**src/rtl/aes_pkg.sv**
```systemverilog
// Shared AES constants, GF(2^8) helper and the control-state encoding used by
// the iterative column-mix datapath.
package aes_pkg;

  localparam int BYTE   = 8;
  localparam int DWORD  = 32;
  localparam int LENGTH = 128;

  localparam logic [BYTE-1:0] GF_POLY = 8'h1B;

  typedef enum logic [1:0] {
    IDLE = 2'd0,
    CALC = 2'd1,
    DONE = 2'd2
  } state_e;

  // Multiply by x in GF(2^8), reducing modulo x^8+x^4+x^3+x+1.
  function automatic logic [BYTE-1:0] xtime(input logic [BYTE-1:0] b);
    return {b[BYTE-2:0], 1'b0} ^ (b[BYTE-1] ? GF_POLY : 8'h00);
  endfunction

endpackage

```
**src/rtl/inv_set_column.sv**
```systemverilog
// Combinational InvMixColumns core for one 32-bit column; row 0 lives in
// bits [31:24], row 3 in bits [7:0].
module inv_set_column
  import aes_pkg::*;
(
  input  logic [DWORD-1:0] data_i,
  output logic [DWORD-1:0] data_o
);

  // Constant multiply by a 4-bit coefficient k, assembled from the x, x^2 and
  // x^3 multiples of a, so the four inverse coefficients share one xtime chain.
  function automatic logic [BYTE-1:0] gmul_k(input logic [BYTE-1:0] a,
                                              input logic [3:0]      k);
    logic [BYTE-1:0] x2, x4, x8;
    x2 = xtime(a);
    x4 = xtime(x2);
    x8 = xtime(x4);
    return (k[3] ? x8 : 8'h00) ^ (k[2] ? x4 : 8'h00) ^
           (k[1] ? x2 : 8'h00) ^ (k[0] ? a  : 8'h00);
  endfunction

  logic [BYTE-1:0] a0, a1, a2, a3;
  logic [BYTE-1:0] r0, r1, r2, r3;

  assign {a0, a1, a2, a3} = data_i;

  assign r0 = gmul_k(a0, 4'hE) ^ gmul_k(a1, 4'hB) ^ gmul_k(a2, 4'hD) ^ gmul_k(a3, 4'h9);
  assign r1 = gmul_k(a0, 4'h9) ^ gmul_k(a1, 4'hE) ^ gmul_k(a2, 4'hB) ^ gmul_k(a3, 4'hD);
  assign r2 = gmul_k(a0, 4'hD) ^ gmul_k(a1, 4'h9) ^ gmul_k(a2, 4'hE) ^ gmul_k(a3, 4'hB);
  assign r3 = gmul_k(a0, 4'hB) ^ gmul_k(a1, 4'hD) ^ gmul_k(a2, 4'h9) ^ gmul_k(a3, 4'hE);

  assign data_o = {r0, r1, r2, r3};

endmodule

```
**src/rtl/inv_mix_columns_seq.sv**
```systemverilog
// Iterative InvMixColumns: accepts a 128-bit state, rewrites one column per
// cycle through a shared core, then offers the result on a valid/ready port.
module inv_mix_columns_seq
  import aes_pkg::*;
(
  input  logic              clk,
  input  logic              rst,
  input  logic              in_valid,
  output logic              in_ready,
  input  logic [LENGTH-1:0] in_data,
  output logic              out_valid,
  input  logic              out_ready,
  output logic [LENGTH-1:0] out_data
);

  state_e            state_q, state_d;
  logic [1:0]        col_cnt_q, col_cnt_d;
  logic [LENGTH-1:0] work_q, work_d;
  logic [LENGTH-1:0] out_data_q, out_data_d;
  logic              out_valid_q, out_valid_d;
  logic [DWORD-1:0]  core_in, core_out;

  assign core_in = work_q[{col_cnt_q, 5'd0} +: DWORD];

  inv_set_column u_core (
    .data_i (core_in),
    .data_o (core_out)
  );

  always_comb begin
    // NOTE: every signal gets a default before the case so no path can leave
    // it unassigned, which would otherwise infer a latch.
    state_d     = state_q;
    col_cnt_d   = col_cnt_q;
    work_d      = work_q;
    out_data_d  = out_data_q;
    out_valid_d = out_valid_q;
    in_ready    = 1'b0;

    case (state_q)
      IDLE: begin
        in_ready = ~rst;
        if (in_valid && in_ready) begin
          work_d    = in_data;
          col_cnt_d = 2'd0;
          state_d   = CALC;
        end
      end
      CALC: begin
        work_d[{col_cnt_q, 5'd0} +: DWORD] = core_out;
        col_cnt_d = col_cnt_q + 2'd1;
        // The last column goes straight into the output register, bypassing work_q.
        if (col_cnt_q == 2'd3) begin
          out_data_d  = {core_out, work_q[LENGTH-DWORD-1:0]};
          out_valid_d = 1'b1;
          state_d     = DONE;
        end
      end
      DONE: begin
        if (out_ready) begin
          out_valid_d = 1'b0;
          state_d     = IDLE;
        end
      end
      default: state_d = IDLE;
    endcase
  end

  // NOTE: state registers use non-blocking assignments so every flop samples
  // its next-state value from the same pre-edge snapshot.
  always_ff @(posedge clk) begin
    if (rst) begin
      state_q     <= IDLE;
      col_cnt_q   <= 2'd0;
      work_q      <= '0;
      out_data_q  <= '0;
      out_valid_q <= 1'b0;
    end else begin
      state_q     <= state_d;
      col_cnt_q   <= col_cnt_d;
      work_q      <= work_d;
      out_data_q  <= out_data_d;
      out_valid_q <= out_valid_d;
    end
  end

  assign out_valid = out_valid_q;
  assign out_data  = out_data_q;

endmodule

```
**config.mk**
```make
export PLATFORM = sky130hd
export DESIGN_NAME = inv_mix_columns_seq
export DESIGN_NICKNAME = d
export VERILOG_FILES = /design/src/rtl/aes_pkg.sv /design/src/rtl/inv_set_column.sv /design/src/rtl/inv_mix_columns_seq.sv
export SDC_FILE = /design/constraint.sdc
export NUM_CORES = 1
export LEC_CHECK = 0
export BUFFER_PORTS_ARGS = -buffer_cell sky130_fd_sc_hd__buf_4
export CAP_MARGIN = 0
export CORE_MARGIN = 10
export CORE_UTILIZATION = 42
export CTS_BUF_LIST = sky130_fd_sc_hd__clkbuf_8 sky130_fd_sc_hd__clkbuf_16
export CTS_CLUSTER_DIAMETER = 30
export DETAILED_ROUTE_END_ITERATION = 10
export HOLD_SLACK_MARGIN = 0.03
export SKIP_CTS_REPAIR_TIMING = 1
export SYNTH_ARGS = -nofsm -noshare
export SYNTH_HDL_FRONTEND = slang
export SYNTH_SLANG_ARGS = --single-unit
```
**constraint.sdc**
```tcl
create_clock -name clk -period 5.57 [get_ports clk]
set_clock_uncertainty 0.05 [all_clocks]
set_input_delay 0 -clock clk [delete_from_list [all_inputs] [get_ports clk]]
set_output_delay 0 -clock clk [all_outputs]
set_load 0.03 [all_outputs]
```
==> Word level (Yosys, flattened, before mapping) <==
Index checks and enable logic that the tools add are counted.
{ "word_totals": {"register_bits": 261, "output_inout_bits": 130} }
{ "op_classes": {"shift": 3, "eq_ne": 6, "n_bitwise": 49, "reduce_logical": 8, "mux": 25, "n_addsub": 2} }
{ "ops": {"columns": ["cell", "count"], "rows": [
  ["8-bit XOR", 46],
  ["128-bit case mux with 2 select lines", 1],
  ["128-bit bitwise mux", 1],
  ["128-bit 2-to-1 mux", 1],
  ["32-bit by 9-bit variable shift with 128-bit output (first input constant)", 1],
  ["128-bit by 8-bit indexed part select with 32-bit output", 1],
  ["32-bit by 9-bit indexed part select with 128-bit output", 1],
  ["5-bit 2-to-1 mux", 12],
  ["8-bit by 5-bit XOR with 8-bit output", 2],
  ["7-bit negation with 9-bit output", 1],
  ["2-bit 2-to-1 mux", 4],
  ["2-bit != test (second input constant)", 3],
  ["2-bit case mux with 3 select lines", 1],
  ["3-bit AND reduction", 2],
  ["2-bit equality test (second input constant)", 2],
  ["2-bit case mux with 2 select lines", 1],
  ["2-bit AND reduction", 2],
  ["2-bit nonzero test", 2],
  ["1-bit 2-to-1 mux", 3],
  ["2-bit by 1-bit adder with 2-bit output (second input constant)", 1],
  ["2-bit by 1-bit equality test with 1-bit output (second input constant)", 1],
  ["2-bit zero test", 1],
  ["1-bit case mux with 2 select lines", 1],
  ["1-bit logical AND", 1],
  ["1-bit inverter", 1]
]} }

==> Longest topological paths before layout <==
{ "depth": {"depth_word": 15, "depth_mapped": 12, "mapped_depth_nobuf": 7} }

==> Hierarchy <==
Synthesis repeated with hierarchy kept, for this count alone.
{ "hier_totals": {"cells_unflattened": 1576, "hier_area_um2": 14759.2} }
{ "modules_own_cells": {"columns": ["mod", "area_per_inst_um2", "n_inst", "cells_each"], "rows": [
  ["inv_mix_columns_seq", 12564.6, 1, 1379],
  ["inv_set_column", 2194.6, 1, 197]
]} }

==> Least setup slack after synthesis <==
No wires, ideal clock.
{ "synth_path": {"path_type": "reg-to-reg", "startpoint": "register col_cnt_q[1]", "endpoint": "register work_q[28]", "arrival_time_ns": 2.991, "t_required_ns": 5.388, "slack_ns": 2.397, "path_buffers": 2, "setup_time_ns": 0.132, "path_stages_with_launch": 10, "path_cell_list": "dfxtp_1 > buf_6 > mux4_2 > buf_4 > xnor2_2 > xnor3_1 > xor2_1 > xnor3_1 > a221oi_1 > nor3_1"} }
{ "synth_via": {"elab_chain_len": 13} }
{ "synth_lines": {"columns": ["item", "line", "source"], "rows": [
  ["start: declaration", "inv_mix_columns_seq.sv:17", "logic [1:0] col_cnt_q, col_cnt_d;"],
  ["start signal: assignment", "inv_mix_columns_seq.sv:80", "col_cnt_q <= col_cnt_d;"],
  ["128-bit by 8-bit indexed part select with 32-bit output", "inv_mix_columns_seq.sv:23", "assign core_in = work_q[{col_cnt_q, 5'd0} +: DWORD];"],
  ["8-bit XOR / 5-bit 2-to-1 mux (equally long branches) (2 in a row)", "aes_pkg.sv:19", "return {b[BYTE-2:0], 1'b0} ^ (b[BYTE-1] ? GF_POLY : 8'h00);"],
  ["5-bit 2-to-1 mux / 8-bit XOR (equally long branches)", "aes_pkg.sv:19", null],
  ["8-bit by 5-bit XOR with 8-bit output / 8-bit XOR (equally long branches)", "aes_pkg.sv:19", null],
  ["8-bit XOR", "inv_set_column.sv:18", "return (k[3] ? x8 : 8'h00) ^ (k[2] ? x4 : 8'h00) ^"],
  ["8-bit XOR, on equally long branches", "inv_set_column.sv:19, inv_set_column.sv:18", null],
  ["8-bit XOR, on equally long branches (3 in a row)", null, null],
  ["32-bit by 9-bit indexed part select with 128-bit output", "inv_mix_columns_seq.sv:50", "work_d[{col_cnt_q, 5'd0} +: DWORD] = core_out;"],
  ["128-bit bitwise mux (*)", "inv_mix_columns_seq.sv:50", null],
  ["128-bit case mux with 2 select lines (*)", "inv_mix_columns_seq.sv:40", "case (state_q)"],
  ["end signal: assignment", "inv_mix_columns_seq.sv:81", "work_q <= work_d;"],
  ["end: declaration", "inv_mix_columns_seq.sv:18", "logic [LENGTH-1:0] work_q, work_d;"]
]} }
Mark *: on every way between the ends. The rest lies on a longest branch, timed or not.
A chain may end at the register's enable or synchronous reset.

==> Worst setup path after layout <==
{ "layout_path": {"startpoint": "register col_cnt_q[0]", "endpoint": "register work_q[67]"} }
The elaborated chain is that of the path after synthesis.

==> reports/metrics.csv <==
stage,metric,value,unit
outcome,outcome,finished clean,
synth,Async SR Flop Fraction,0,%
power,Pint,5.752,mW
setup_path,CP startpoint kind,register,
setup_path,Worst path slowest cell,dfxtp_2,
min_path,hold endpoint,state_q[1],
finish,area grow syn2layout,41.49,%
drt,DRC Markers,0,
grt,aggregate global routing overflow,0,
cts,CTS Sinks,261,
die,# IOs,262,
grt,vias in the first global route,11980,
synth,Synth area leader,dfxtp_1,
drt,highest routing layer actually used,met4,
synth,"EDFF count, synth",0,
synth,Yosys warning total,0,
synth,Gate Count Post-Synth,1473,
grt,initial antenna violation count,1,
min_path,HP Class,input pin to register,
finish,Final #Nets,1970,
drt,Via density,5.654,
min_path,hold path depth,5,
die,area of the die,0.03883,mm²
power,Power Density,526.1,mW/mm²
power,maximum VDD drop,0.4016,mV
placed_design,DP HPWL,41330,µm
finish,layout cell share with drive strength beyond 1,23.38,%
synth,Synth top cells by count,"261 x dfxtp_1, 246 x nand2_1, 181 x a21oi_1, 160 x nor2_1, 102 x clkbuf_1",
synth,"Avg Cell Area, Syn",8.938,µm²
cts,"Reg clk slew, reported paths",0.05,ns
synth,post-synthesis register bit count,261,
sta,final critical-path share of the clock period,86.04,%
die,core box area,0.03075,mm²
power,Comb pwr share,46.0,%
setup_path,RR Startpoint,col_cnt_q[0],
sta,"Setup violations, final",0,
synth,"Top FF cell, synth",dfxtp_1,
placed_design,Place WS,1.394,ns
setup_path,type of the worst setup path,register to register,
synth,top cell type's share of synthesized area,39.69,%
synth,library cells used by synthesis,38,
synth,"top cells by area, synth","dfxtp_1 40%, nand2_1 7.0%, a21oi_1 6.9%",
drt,DR WL/cell,25.35,µm
cts,CTS buffer count,55,
sta,final hold vios,0,
grt,GRT Overall Usage,27.55,%
die,Initial Utilization,42.81,%
setup_path,"slowest stage delay, CP",0.82,ns
drt,Routed WL,57550,µm
setup_path,Worst Path Required,6.03,ns
die,height of the die,197.0,µm
sta,Worst Max-Slew Pin Slew,1.250,ns
drt,first-pass iteration count of the detailed router,5,
drt,via count,12830,
die,row count,64,
cts,Worst-Skew Late Latency,0.58,ns
drt,Detail Route met2 WL,26200,µm
sta,fmax,0.2087,GHz
grt,first-pass GRT wire length,80420,µm
power,Net Sw Frac,41.31,%
power,Seq pwr share,21.4,%
setup_path,Crit path max-delay family,XOR/XNOR gates,
setup_path,Critical R2R Capture,work_q[67],
cts,Root Buffer Master,clkbuf_16,
flow_run,MaxCap Viol Count,0,
setup_path,Crit. End Element,register,
sta,"Slew Viols, Final",0,
synth,Synth Net Count,1609,
setup_path,WP depth,9,
setup_path,R2R depth,9,
power,P_leak,7.508,nW
setup_path,crit-path cells,buf_4 -> mux4_2 -> xor2_1 -> xor3_1 -> xnor3_1 -> xnor2_1 -> a221oi_1 -> nor3_1 -> dlygate4sd3_1,
die,die width,197.0,µm
sta,worst rel slew slack,16.45,%
drt,WL met3,5774,µm
placed_design,port bufs,261,
power,Net Sw Power,4.049,mW
sta,final worst setup slack,0.7773,ns
sta,post-route minimum period,4.793,ns
min_path,hold wc startpoint,out_ready,
setup_path,"Arr. time, crit path",5.25,ns
synth,post-synthesis sequential area ratio,39.69,%
cts,CTS tree,built,
power,Clock power frac,32.6,%
sta,Final TNS setup,0,ns
drt,ANT nets after route,0,
setup_path,Worst R2R Setup Slack,0.78,ns
cts,H-tree Lvls,2,
synth,most common cell in the synthesized netlist,dfxtp_1,
synth,Synth Cell Area,0.01317,mm²
grt,largest net degree at the start of global routing,93,
cts,CTS Buffer Depth,3,
drt,Metal-1 WL,23940,µm
setup_path,Worst Path Max Fanout,27,
placed_design,Final GP Congestion,0.9875,
drt,initial DRC count,1143,
setup_path,Crit path buffers/inverters,2,
sta,RSZ-0062 raised after global routing,false,
==> power by group through the flow <==
stage,Sequential (mW),Clock [mW],Combinational (mW)
floorplan,2.05,0,2.63
global placement,2.12,0,4.28
detailed placement,2.12,0,4.25
CTS,2.09,3.22,4.27
global route,2.10,3.32,4.62
finish,2.10,3.20,4.51
==> worst reg2reg max path, cell delays in order, from the launching register on <==
cell,delay [ns]
dfxtp_2,0.82
buf_4,0.38
mux4_2,0.65
xor2_1,0.23
xor3_1,0.51
xnor3_1,0.44
xnor2_1,0.76
a221oi_1,0.17
nor3_1,0.18
dlygate4sd3_1,0.56
==> per-stage QoR <==
step | instance area [µm²] | utilization, % | total power, mW | std cells | hold WS [ns]
after floorplan | 13170 | - | 4.676 | 1473 | 0.1226
after global placement | 15250 | 49.58 | 6.404 | 2020 | 0.2388
after detailed placement | 15250 | 49.58 | 6.374 | 2020 | 0.2439
after CTS | 17090 | 55.59 | 9.580 | 2116 | -0.3294
after global routing | 18630 | 60.58 | 10.04 | 2270 | 0.2354
final | 18630 | 60.58 | 9.800 | 2270 | 0.2155
==> area by class of cell <==
class | instances | area, µm²
timing repair buffer | 434 | 3645
antenna | 1 | 2.502
inverter | 3 | 11.26
multi-input combinational | 1079 | 7398
fill | 2664 | 12120
sequential | 261 | 5228
tap | 396 | 495.5
clock buffer | 70 | 1583
clock inverter | 26 | 265.3
==> sequential cells by signal, indices dropped and copies added, names as in the netlist <==
register / cells
col_cnt_q: 2
work_q: 128
out_valid: 1
out_data: 128
state_q: 2
==> cell usage in the layout, fill, tap and decap left out, drive strengths merged, types with 2 or more instances in the layout <==
cell type,instances
xnor2,107
a21oi,181
o21ai,83
and2,2
bufinv,4
clkinvlp,4
nand2b,3
buf,281
nor2,160
mux4,32
ha,4
a221oi,80
nand2,246
clkbuf,70
dlygate4sd3,153
xnor3,36
or3,3
xor2,31
o21a,5
inv,12
dfxtp,261
a211oi,4
xor3,9
nor3,90
clkinv,9
==> logic make-up after synthesis <==
kind of cell    count (synthesis)  share of synthesized area [%]
flops                         261                          39.69
buf+inv                       133                          4.543
simple gates                  506                          15.47
compound gates                354                          16.31
mux                            32                          5.474
fa+ha+maj                       4                         0.3802
xor+xnor                      183                          18.13
==> metal layers <==
layer	global-route usage, %	vias up
met2	42.38	636
li1	-	5860
met3	9.165	98
met1	36.10	6240
met5	0	-
met4	8.032	0
==> how the worst max path moves through the flow <==
| stage | from | to |
|---|---|---|
| 2_1_floorplan | col_cnt_q[1] | work_q[28] |
| 3_3_place_gp | col_cnt_q[1] | work_q[28] |
| 3_5_place_dp | col_cnt_q[1] | work_q[28] |
| 4_1_cts | col_cnt_q[1] | work_q[28] |
| 5_1_grt | col_cnt_q[0] | work_q[99] |
| 6_report | col_cnt_q[0] | work_q[67] |
(Power assumes the default switching activity.)
